`src/rtl/alu_req_arbiter_pkg.sv`:
```
// alu_req_arbiter_pkg: shared op/state encodings and error data for the ALU request arbiter
package alu_req_arbiter_pkg;
  typedef enum logic [1:0] {OP_ADD = 2'b00, OP_SUB = 2'b01, OP_MUL = 2'b10, OP_DIV = 2'b11} op_e;
  typedef enum logic [1:0] {IDLE, ISSUE, WAIT, RESP} state_e;
  localparam logic [63:0] ERR_DATA = '1;
endpackage

```
`src/rtl/alu_req_arbiter_rr_arb2.sv`:
```
// rr_arb2: combinational 2-way round-robin grant (valid[1:0], ptr picks the winner on a tie -> grant[1:0] one-hot or zero)
module rr_arb2 (
  input  logic [1:0] valid,
  input  logic       ptr,
  output logic [1:0] grant
);
  assign grant[0] = valid[0] & (~valid[1] | ~ptr);
  assign grant[1] = valid[1] & (~valid[0] | ptr);
endmodule

```
`src/rtl/alu_req_arbiter.sv`:
```
// alu_req_arbiter: shares one ALU between two requesters (req/rsp valid-ready channels in, alu start/done out, async active-low rst)
module alu_req_arbiter
  import alu_req_arbiter_pkg::*;
#(
  parameter int W       = 8,
  parameter int TIMEOUT = 64,
  parameter int CNT_W   = 7
) (
  input  logic           clk,
  input  logic           rst,
  input  logic           req0_valid,
  output logic           req0_ready,
  input  logic [1:0]     req0_op,
  input  logic [W-1:0]   req0_a,
  input  logic [W-1:0]   req0_b,
  input  logic           req1_valid,
  output logic           req1_ready,
  input  logic [1:0]     req1_op,
  input  logic [W-1:0]   req1_a,
  input  logic [W-1:0]   req1_b,
  output logic           rsp0_valid,
  input  logic           rsp0_ready,
  output logic           rsp1_valid,
  input  logic           rsp1_ready,
  output logic [2*W-1:0] rsp_data,
  output logic           rsp_err,
  output logic           alu_start,
  output logic [1:0]     alu_op,
  output logic [W-1:0]   alu_x,
  output logic [W-1:0]   alu_y,
  input  logic           alu_done,
  input  logic [2*W-1:0] alu_result
);
  state_e           state_q, state_d;
  logic [1:0]       grant;
  logic             owner, rr_ptr, hs, dz, tmo, rsp_ack;
  logic [CNT_W-1:0] cnt;
  logic [1:0]       sel_op;
  logic [W-1:0]     sel_a, sel_b;
  rr_arb2 u_arb (.valid({req1_valid, req0_valid}), .ptr(rr_ptr), .grant(grant));
  assign sel_op     = grant[1] ? req1_op : req0_op;
  assign sel_a      = grant[1] ? req1_a : req0_a;
  assign sel_b      = grant[1] ? req1_b : req0_b;
  // gated by rst so no ready is visible (and no handshake happens) while held in reset
  assign req0_ready = rst && state_q == IDLE && grant[0];
  assign req1_ready = rst && state_q == IDLE && grant[1];
  assign hs         = req0_ready | req1_ready;
  assign dz         = sel_op == OP_DIV && sel_b == '0;
  assign tmo        = cnt == CNT_W'(TIMEOUT - 1);
  assign rsp_ack    = owner ? rsp1_ready : rsp0_ready;
  assign alu_start  = state_q == ISSUE;
  assign rsp0_valid = state_q == RESP && !owner;
  assign rsp1_valid = state_q == RESP && owner;
  always_comb begin
    state_d = state_q;
    case (state_q)
      IDLE:    state_d = hs ? (dz ? RESP : ISSUE) : IDLE;
      ISSUE:   state_d = WAIT;
      WAIT:    state_d = (alu_done || tmo) ? RESP : WAIT;
      default: state_d = rsp_ack ? IDLE : RESP;
    endcase
  end
  always_ff @(posedge clk or negedge rst)
    if (!rst) begin
      state_q  <= IDLE;
      owner    <= 1'b0;
      rr_ptr   <= 1'b0;
      cnt      <= '0;
      alu_op   <= '0;
      alu_x    <= '0;
      alu_y    <= '0;
      rsp_data <= '0;
      rsp_err  <= 1'b0;
    end else begin
      state_q <= state_d;
      cnt     <= state_q == WAIT ? cnt + CNT_W'(1) : '0;
      if (hs) begin
        owner  <= grant[1];
        rr_ptr <= ~grant[1];
        alu_op <= sel_op;
        alu_x  <= sel_a;
        alu_y  <= sel_b;
        if (dz) begin
          rsp_data <= ERR_DATA[2*W-1:0];
          rsp_err  <= 1'b1;
        end
      end
      // done beats a coinciding timeout
      if (state_q == WAIT && alu_done) begin
        rsp_data <= alu_result;
        rsp_err  <= 1'b0;
      end else if (state_q == WAIT && tmo) begin
        rsp_data <= '0;
        rsp_err  <= 1'b1;
      end
    end
endmodule

```
`config.mk`:
```
export PLATFORM = sky130hd
export DESIGN_NAME = alu_req_arbiter
export DESIGN_NICKNAME = d
export VERILOG_FILES = /design/src/rtl/alu_req_arbiter_pkg.sv /design/src/rtl/alu_req_arbiter_rr_arb2.sv /design/src/rtl/alu_req_arbiter.sv
export SDC_FILE = /design/constraint.sdc
export NUM_CORES = 1
export LEC_CHECK = 0
export BUFFER_PORTS_ARGS = -buffer_cell sky130_fd_sc_hd__clkbuf_2
export CAP_MARGIN = 10
export CORE_ASPECT_RATIO = 0.6
export CORE_MARGIN = 2
export CORE_UTILIZATION = 44
export CTS_BUF_LIST = sky130_fd_sc_hd__clkbuf_2
export CTS_CLUSTER_DIAMETER = 150
export CTS_CLUSTER_SIZE = 25
export DETAILED_ROUTE_END_ITERATION = 10
export GPL_TIMING_DRIVEN = 0
export MAX_ROUTING_LAYER = met4
export PLACE_DENSITY_LB_ADDON = 0.3
export RECOVER_POWER = 100
export SETUP_SLACK_MARGIN = 0.15
export SYNTH_ARGS = -nofsm -noshare
export SYNTH_HDL_FRONTEND = slang
export SYNTH_SLANG_ARGS = --single-unit
```
`constraint.sdc`:
```
create_clock -name clk -period 1.8 [get_ports clk]
set_input_delay 0.27 -clock clk [delete_from_list [all_inputs] [get_ports clk]]
set_output_delay 0.27 -clock clk [all_outputs]
set_load 0.01 [all_outputs]
```
Yosys cells after proc, flatten, opt, wreduce, memory -nomap -nowiden
Index checks and enable logic that the tools add are counted.
{"block": "word_totals", "register_bits": 46, "latchBits": 0, "ramBits": 0, "mem_bits_ro": 0, "in_bits": 59, "output_inout_bits": 40, "wordCells": 57, "mem_count": 0}
{"block": "classes", "n_addsub": 1, "multipliers": 0, "div_mod_pow": 0, "n_lt_le_gt_ge": 0, "n_eq_ne": 5, "shifts": 0, "mux": 18, "bitwise": 9, "reduce_logical": 15}
{"op": "$mux W16", "count": 4}
{"op": "$mux W8", "count": 2}
{"op": "$logic_and A1 B1 Y1", "count": 8}
{"op": "$logic_not A8 Y1", "count": 1}
{"op": "$mux W2", "count": 4}
{"op": "$add A7 B1 Y7 const B", "count": 1}
{"op": "$eq A7 B6 Y1 const B", "count": 1}
{"op": "$mux W7", "count": 1}
{"op": "$eq A2 B2 Y1 const B", "count": 3}
{"op": "$mux W1", "count": 6}
{"op": "$pmux W2 S3", "count": 1}
{"op": "$reduce_bool A3 Y1", "count": 2}
{"op": "$not A1 Y1", "count": 4}
{"op": "$or A1 B1 Y1", "count": 3}
{"op": "$and A1 B1 Y1", "count": 2}
{"op": "$eq A2 B1 Y1 const B", "count": 1}
{"op": "$logic_not A2 Y1", "count": 1}
{"op": "$reduce_and A2 Y1", "count": 1}
{"op": "$logic_not A1 Y1", "count": 1}
{"op": "$logic_or A1 B1 Y1", "count": 1}

Depth between registers and ports, before layout
Gate-level depths: netlist of the first run.
{"block": "logic_depth", "depth_word": 10, "ltp_mapped": 8, "depth_no_buf": 6}

Hierarchy
Synthesis of the first run repeated with hierarchy kept, for this count alone.
{"block": "hier_totals", "cells_unflattened": 224, "hier_area_um2": 2268.4}
{"mod": "alu_req_arbiter", "n_inst": 1, "cells_each": 221, "area_per_inst_um2": 2249.7, "seq_area_each_um2": 1151.1}
{"mod": "rr_arb2", "n_inst": 1, "cells_each": 3, "area_per_inst_um2": 18.8, "seq_area_each_um2": 0.0}

Worst setup path before layout of the first run
Ideal clock, no wire load.
{"block": "synth_path", "kind": "reg2reg", "startpoint": "register state_q[0]", "endpoint": "register rsp_data[1]", "setup_ps": 125, "t_arrival_ps": 1579, "required_time_ps": 1675, "slack_ps": 95, "stages_incl_launch_ff": 9, "period_less_slack_ps": 1705, "cell_sequence": "dfrtp_1 inv_1 ha_1 nand4b_1 o21a_1 buf_2 clkbuf_1 a22oi_1 o21ai_2"}
{"block": "synth_via", "elab_chain_cells": 6, "word_cells_on_any_way": 13}
{"element": "start: declaration", "line_no": "alu_req_arbiter.sv:34", "text": "state_e state_q, state_d;"}
{"element": "start signal: assignment", "line_no": "alu_req_arbiter.sv:75", "text": "state_q <= state_d;"}
{"element": "$logic_not A2 Y1", "line_no": "alu_req_arbiter.sv:45, alu_req_arbiter.sv:46"}
{"element": "$logic_and A1 B1 Y1", "line_no": "alu_req_arbiter.sv:45, alu_req_arbiter.sv:46"}
{"element": "$logic_and A1 B1 Y1 (on tied branches)", "line_no": "alu_req_arbiter.sv:45, alu_req_arbiter.sv:46"}
{"element": "$or A1 B1 Y1", "line_no": "alu_req_arbiter.sv:47", "text": "assign hs = req0_ready | req1_ready;"}
{"element": "$reduce_bool A3 Y1 (no source line)"}
{"element": "$reduce_and A2 Y1 (no source line)"}
{"element": "end signal: assignment", "line_no": "alu_req_arbiter.sv:84", "text": "rsp_data <= ERR_DATA[2*W-1:0];"}
{"element": "end signal: assignment", "line_no": "alu_req_arbiter.sv:90", "text": "rsp_data <= alu_result;"}
{"element": "end: declaration", "line_no": "alu_req_arbiter.sv:25", "text": "output logic [2*W-1:0] rsp_data,"}
Parallel ways exist; a longest one is shown, timed or not.
A chain may end at the register's enable or synchronous reset.

Worst setup path in the final report of the first run
{"block": "layout_path", "startpoint": "register state_q[0]", "endpoint": "output port req1_ready"}
{"block": "layout_via", "elab_chain_cells": 3}
{"element": "$logic_not A2 Y1", "line_no": "alu_req_arbiter.sv:46", "text": "assign req1_ready = rst && state_q == IDLE && grant[1];"}
{"element": "$logic_and A1 B1 Y1 (2 in series)", "line_no": "alu_req_arbiter.sv:46"}
{"element": "end: declaration", "line_no": "alu_req_arbiter.sv:17", "text": "output logic req1_ready,"}
No other way between the ends.

==> metrics, run 1 <==
CTS clock-pin slew for the worst setup and hold paths 240 ps; iteration count of the initial detailed-routing pass 5; maximum capacitance violations 0; wire length per cell after detailed routing 16.6 um; number of setup violations in the final report 7; remaining design rule violation count 0; Max Transition Viols Final 0; latest clock arrival within the worst-skew pair between 400 and 500 ps; Main synth FF type sky130_fd_sc_hd__dfrtp_1; final clock period utilization by the worst path 1.02; DR vias 2123; Peak Freq ~540 MHz; drt first-iter violations 88; wire length of the first global-routing pass a little over 9000 um; die area 5550 um2; maximum number of pins on one net before global-route repair 49; endpoints failing hold 46; CP startpoint kind flip-flop; count of input and output buffers 98; slew margin rel. 0.548; HPWL after detailed placement 4120 um; Area contributors post-synth sky130_fd_sc_hd__dfrtp_1, sky130_fd_sc_hd__mux2i_1, sky130_fd_sc_hd__o21ai_0, sky130_fd_sc_hd__a22oi_1, sky130_fd_sc_hd__nand2_1; via count of the first global-routing pass 1951; flip-flop and latch count after synthesis between 40 and 50; Async SR Flop Fraction 1.00; list of most frequent post-synthesis cells sky130_fd_sc_hd__dfrtp_1, sky130_fd_sc_hd__o21ai_0, sky130_fd_sc_hd__nand2_1, sky130_fd_sc_hd__a22oi_1, sky130_fd_sc_hd__mux2i_1; Clock Tree Buf Depth 2; y dimension of the die 58.5 um; part of the Yosys area used for sequential elements 0.528; number of instances in the synthesized netlist between 200 and 250; CORE AREA 4660 um2; most area-hungry cell type in the Yosys netlist sky130_fd_sc_hd__dfrtp_1; final period demand of the worst path between 1500 and 2000 ps; IR Drop Worst-Case VDD 0.863 mV; critical path data arrival time 1570 ps; RSZ-0062 raised after global routing true; largest clock skew in the final design 30.4 ps; largest driver fanout on the critical path 3; number of antenna repair diodes 0; total clock sinks 46; root buffer cell sky130_fd_sc_hd__clkbuf_2; Hold WS -129 ps; width of the chip 94.9 um; HP Class primary input to async pin; area of the mapped netlist 2180 um2; net count of the finished layout 402; initial core utilization 0.468; number of nets with antenna violations after detailed routing 0; synth unique cells 39; initial antenna violation count 0; most common cell in the netlist sky130_fd_sc_hd__dfrtp_1; leakage power of the design between 1.5 and 2 nW; H-Tree Depth 2; overall routed net length 6650 um; violations in the final reports hold timing, setup timing; Post-synth EDFFs 0; Setup crit end kind output pin; proportion of layout cells with a drive suffix above 1 0.556; number of placed I/O pins 99; Total Neg Setup Slack -145 ps; number of vias per cell 5.29; row count 19; PD cells 1460 nW/um2; average size of a mapped cell 10.7 um2; GRT Residual Overflow 0; required time of the critical path 1530 ps; synthesized netlist net count around 270; Synth warnings 0; status complete, but fails checks; P&R area growth vs syn 56.4%; FILL cells 338; critical path start-end classification flip-flop to output pin; post-layout worst setup margin -43.6 ps; TritonCTS clock tree yes; fraction of post-synthesis cell area in the top cell type by area 0.528; transition time of the tightest slew-check pin 678 ps; routability-driven placement congestion ratio 0.902; global-route total usage across every layer 0.226; number of buffers created by CTS 5
-- cell usage in the layout, fill, tap and decap left out, types with 2 or more instances in the layout --
master                       n
sky130_fd_sc_hd__a221o_1     3
sky130_fd_sc_hd__o21ai_2     8
sky130_fd_sc_hd__inv_1       3
sky130_fd_sc_hd__nand2_8     2
sky130_fd_sc_hd__buf_6      10
sky130_fd_sc_hd__nand2_1    17
sky130_fd_sc_hd__clkbuf_2   98
sky130_fd_sc_hd__o21ai_1    18
sky130_fd_sc_hd__a22oi_2    15
sky130_fd_sc_hd__nor3_1      2
sky130_fd_sc_hd__bufinv_16   2
sky130_fd_sc_hd__buf_8       3
sky130_fd_sc_hd__ha_1        2
sky130_fd_sc_hd__xnor2_1     3
sky130_fd_sc_hd__mux2i_1    15
sky130_fd_sc_hd__buf_2       3
sky130_fd_sc_hd__o21ai_0    12
sky130_fd_sc_hd__inv_2       2
sky130_fd_sc_hd__dfrtp_1    46
sky130_fd_sc_hd__ha_4        3
sky130_fd_sc_hd__and2_1      9
sky130_fd_sc_hd__nor2b_1     3
sky130_fd_sc_hd__buf_4      26
sky130_fd_sc_hd__nand2_2     3
-- where the power goes --
part / switching (mW) / internal [mW]
clock: 0.328 / 0.370
sequential: 0.308 / 1.45
combinational: 1.25 / 1.29
total: 1.88 / 3.11
-- flip-flops by register name, indices dropped and copies added (netlist names) --
| register | flops |
|---|---|
| state_q | 2 |
| alu_y | 8 |
| alu_x | 8 |
| rr_ptr | 1 |
| owner | 1 |
| rsp_data | 16 |
| alu_op | 2 |
| cnt | 7 |
| rsp_err | 1 |
-- timing repair --
action                                  CTS  global route
cloned                                    2             2
endpoints found under the hold margin    46            46
gates resized for setup                  42            72
setup buffers                            10            15
pin swaps                                 4             9
endpoints found under the setup margin   43            35
-- metrics by stage --
stage               cell area, um2  instances  utilization  setup WS (ps)  power, mW
detailed placement            2760        364        0.591           -885       3.39
finish                        3410        401        0.732          -43.6       4.99
global placement              2760        364        0.591           -841       3.33
floorplan                     2190        203            -            161       2.67
global route                  3410        401        0.732           -135       5.27
CTS                           3110        384        0.666          -44.8       4.51
-- cell type report --
class / instances / area [um2] / share of cell area
timing repair buffer: 127 / 766 / 0.225
inverter: 5 / 18.8 / 0.00550
tap: 63 / 78.8 / 0.0231
clock inverter: 3 / 63.8 / 0.0187
sequential: 46 / 1150 / 0.338
multi-input combinational: 141 / 1190 / 0.348
buffer: 11 / 120 / 0.0352
clock buffer: 5 / 25.0 / 0.00734
-- worst paths after layout --
kind,start,end,slack (ps),cells past startpoint
worst min-delay path,rst,rsp_data[1],-130,1
min in group clk,alu_result[4],rsp_data[4],70,3
worst max-delay path,state_q[0],req1_ready,-40,6
max in group asynchronous,rst,cnt[0],1460,1
worst min register to register,cnt[0],cnt[0],470,1
worst max register to register,state_q[0],rsp_data[3],-20,9
-- worst max-delay path, stage by stage, from the launching register on --
cell and delay, ps:
sky130_fd_sc_hd__dfrtp_1 460, sky130_fd_sc_hd__inv_2 90, sky130_fd_sc_hd__ha_4 160, sky130_fd_sc_hd__nand2_8 60
sky130_fd_sc_hd__buf_12 150, sky130_fd_sc_hd__nor2_4 110, sky130_fd_sc_hd__buf_6 120
-- logic make-up (layout without fill, tap and decap cells) --
kind of cell / count (synthesis) / in the layout / synth area share
compound gates: 66 / 66 / 0.196
xor+xnor: 4 / 4 / 0.0161
fa+ha+maj: 6 / 6 / 0.0344
buf+inv: 16 / 151 / 0.0344
flops: 46 / 46 / 0.528
mux: 16 / 16 / 0.0741
simple gates: 49 / 49 / 0.117
-- per-layer routing --
metal	track usage	share of wire	vias up
met5	-	0	-
met4	0.0476	0.0068	0
met3	0.0487	0.060	5
met2	0.345	0.48	71
met1	0.315	0.45	1050
li1	-	-	997
(Power assumes the default switching activity.)
==> inputs of run 2 (changes only) <==
Clock period 1.8 ns to 1.73 ns, I/O delays scaled along.
==> run 2 against run 1 <==
  * The run still ends with hold timing, setup timing left
  * Sequential power up 2%
  * Worst hold slack worse by 32 ps
  * Clock skew down 20 ps
  * Routed wire length down 4.7%
  * Via count down 3.9%
  * Count of clock-buffer cells in the layout unchanged
  * Critical path depth down 1
  * Global-route usage up 1.2 points
==> metrics, run 2 (same netlist as run 1, synthesis figures left out) <==
drt first-iter violations 91; via count of the first global-routing pass 2019; status complete, but fails checks; maximum number of pins on one net before global-route repair just under 50; DR vias just over 2k; GRT Residual Overflow 0; number of buffers created by CTS 5; Clock Tree Buf Depth 2; largest clock skew in the final design between 10 and 15 ps; initial core utilization 0.468; number of placed I/O pins 99; maximum capacitance violations 0; root buffer cell sky130_fd_sc_hd__clkbuf_2; number of vias per cell 5.21; required time of the critical path 1470 ps; most common library cell in the layout ignoring fill and taps sky130_fd_sc_hd__clkbuf_2; y dimension of the die 58.5 um; post-layout worst setup margin -171 ps; endpoints failing hold 46; remaining design rule violation count 0; leakage power of the design 1.66 nW; commonest cells after routing, fill and taps aside sky130_fd_sc_hd__clkbuf_2, sky130_fd_sc_hd__dfrtp_1, sky130_fd_sc_hd__nand2_1; largest driver fanout on the critical path 5; TritonCTS clock tree yes; slowest CP cell sky130_fd_sc_hd__dfrtp_1; iteration count of the initial detailed-routing pass 6; largest register by flop count rsp_data; IR Drop Worst-Case VDD 0.882 mV; latest clock arrival within the worst-skew pair 440 ps; Max Transition Viols Final 0; count of input and output buffers 98; final period demand of the worst path 1900 ps; row count 19; H-Tree Depth 2; P&R area growth vs syn 48.7%; wire length of the first global-routing pass a little under 10000 um; PD cells 1500 nW/um2; global-route total usage across every layer 0.238; routability-driven placement congestion ratio roughly 0.8; net count of the finished layout 393; RSZ-0062 raised after global routing true; violations in the final reports hold timing, setup timing; cells along the critical path inv_2 -> ha_4 -> nand2_4 -> a211oi_4 -> buf_2; critical path's top delay family flip-flops; number of nets with antenna violations after detailed routing 0; top flop regs rsp_data (16), alu_x (8), alu_y (8); initial antenna violation count 0; slew margin rel. 0.553; wire length per cell after detailed routing 16.2 um; critical path data arrival time 1640 ps; proportion of layout cells with a drive suffix above 1 0.508; width of the chip 94.9 um; overall routed net length 6340 um; critical path start-end classification flip-flop to output pin; number of setup violations in the final report 19; Hold WS -162 ps; CORE AREA approximately 4700 um2; CP peak stage delay 480 ps; utilization after layout 0.696; HP Class primary input to async pin; Setup crit end kind output pin; CTS clock-pin slew for the worst setup and hold paths roughly 260 ps; final clock period utilization by the worst path 1.10; Peak Freq roughly 530 MHz; dpl ws -929 ps; transition time of the tightest slew-check pin 670 ps; HPWL after detailed placement ~4300 um; worst path bufs/invs 2; flip-flop count of the largest register after layout 16; die area 5550 um2; CP startpoint kind flip-flop; total clock sinks between 40 and 50; number of antenna repair diodes 0
==> run 2: layout make-up <==
cell class | count | area (um2)
Inverter | 5 | 18.8
Fill cell | 372 | 1420
Multi-Input combinational cell | 141 | 1120
Clock buffer | 5 | 25.0
Buffer | 11 | 109
Timing Repair Buffer | 118 | 673
Clock inverter | 3 | 68.8
Sequential cell | 46 | 1150
Tap cell | 63 | 78.8
==> run 2: worst paths after layout <==
check,cells past startpoint,end,startpoint,slack [ps]
max reg2reg,10,state_q[0],state_q[1],-90
max,5,req0_ready,state_q[0],-170
max in group asynchronous,1,cnt[6],rst,1460
min,1,rsp_data[14],rst,-160
min in group clk,2,alu_x[6],req1_a[6],30
min reg2reg,1,cnt[0],cnt[0],480
==> run 2: metrics by stage <==
stage	cell area (um2)	std cells	TNS, ps	power (mW)	hold WS (ps)
floorplan	2200	203	0	2.80	-36.1
global placement	2770	364	-28530	3.50	445
detailed placement	2770	364	-29550	3.55	451
CTS	3090	382	-273	4.65	-134
global route	3240	392	-2660	5.17	-150
finish	3240	392	-1150	4.85	-162
==> run 2: power by group <==
part           total [mW]  internal, mW  switching (mW)
logic                2.27          1.10            1.17
registers            1.80          1.51           0.296
clock network       0.780         0.391           0.389
total                4.85          3.00            1.85
==> run 2: metal layers <==
layer,vias up,track usage,part of all wire
li1,978,-,-
met1,1013,0.343,0.48
met2,45,0.357,0.48
met3,5,0.0435,0.037
met4,0,0.0497,0.0077
met5,-,-,0
==> run 2: worst register-to-register path, cell delays in order (launching register included) <==
cell                       delay [ps]
sky130_fd_sc_hd__dfrtp_1          460
sky130_fd_sc_hd__buf_4            150
sky130_fd_sc_hd__buf_6            120
sky130_fd_sc_hd__ha_4             170
sky130_fd_sc_hd__nand4b_1         120
sky130_fd_sc_hd__buf_4            130
sky130_fd_sc_hd__buf_4             90
sky130_fd_sc_hd__buf_4             80
sky130_fd_sc_hd__buf_4            100
sky130_fd_sc_hd__nor2_4            30
sky130_fd_sc_hd__o41a_1           310
==> run 2: what timing repair did <==
item | 4_1_cts | 5_1_grt
pin swaps | 2 | 4
resized for setup | 44 | 29
gates cloned | 1 | 0
endpoints found under the hold margin | 46 | 47
setup buffers | 9 | 9
setup endpoints to repair | 44 | 39
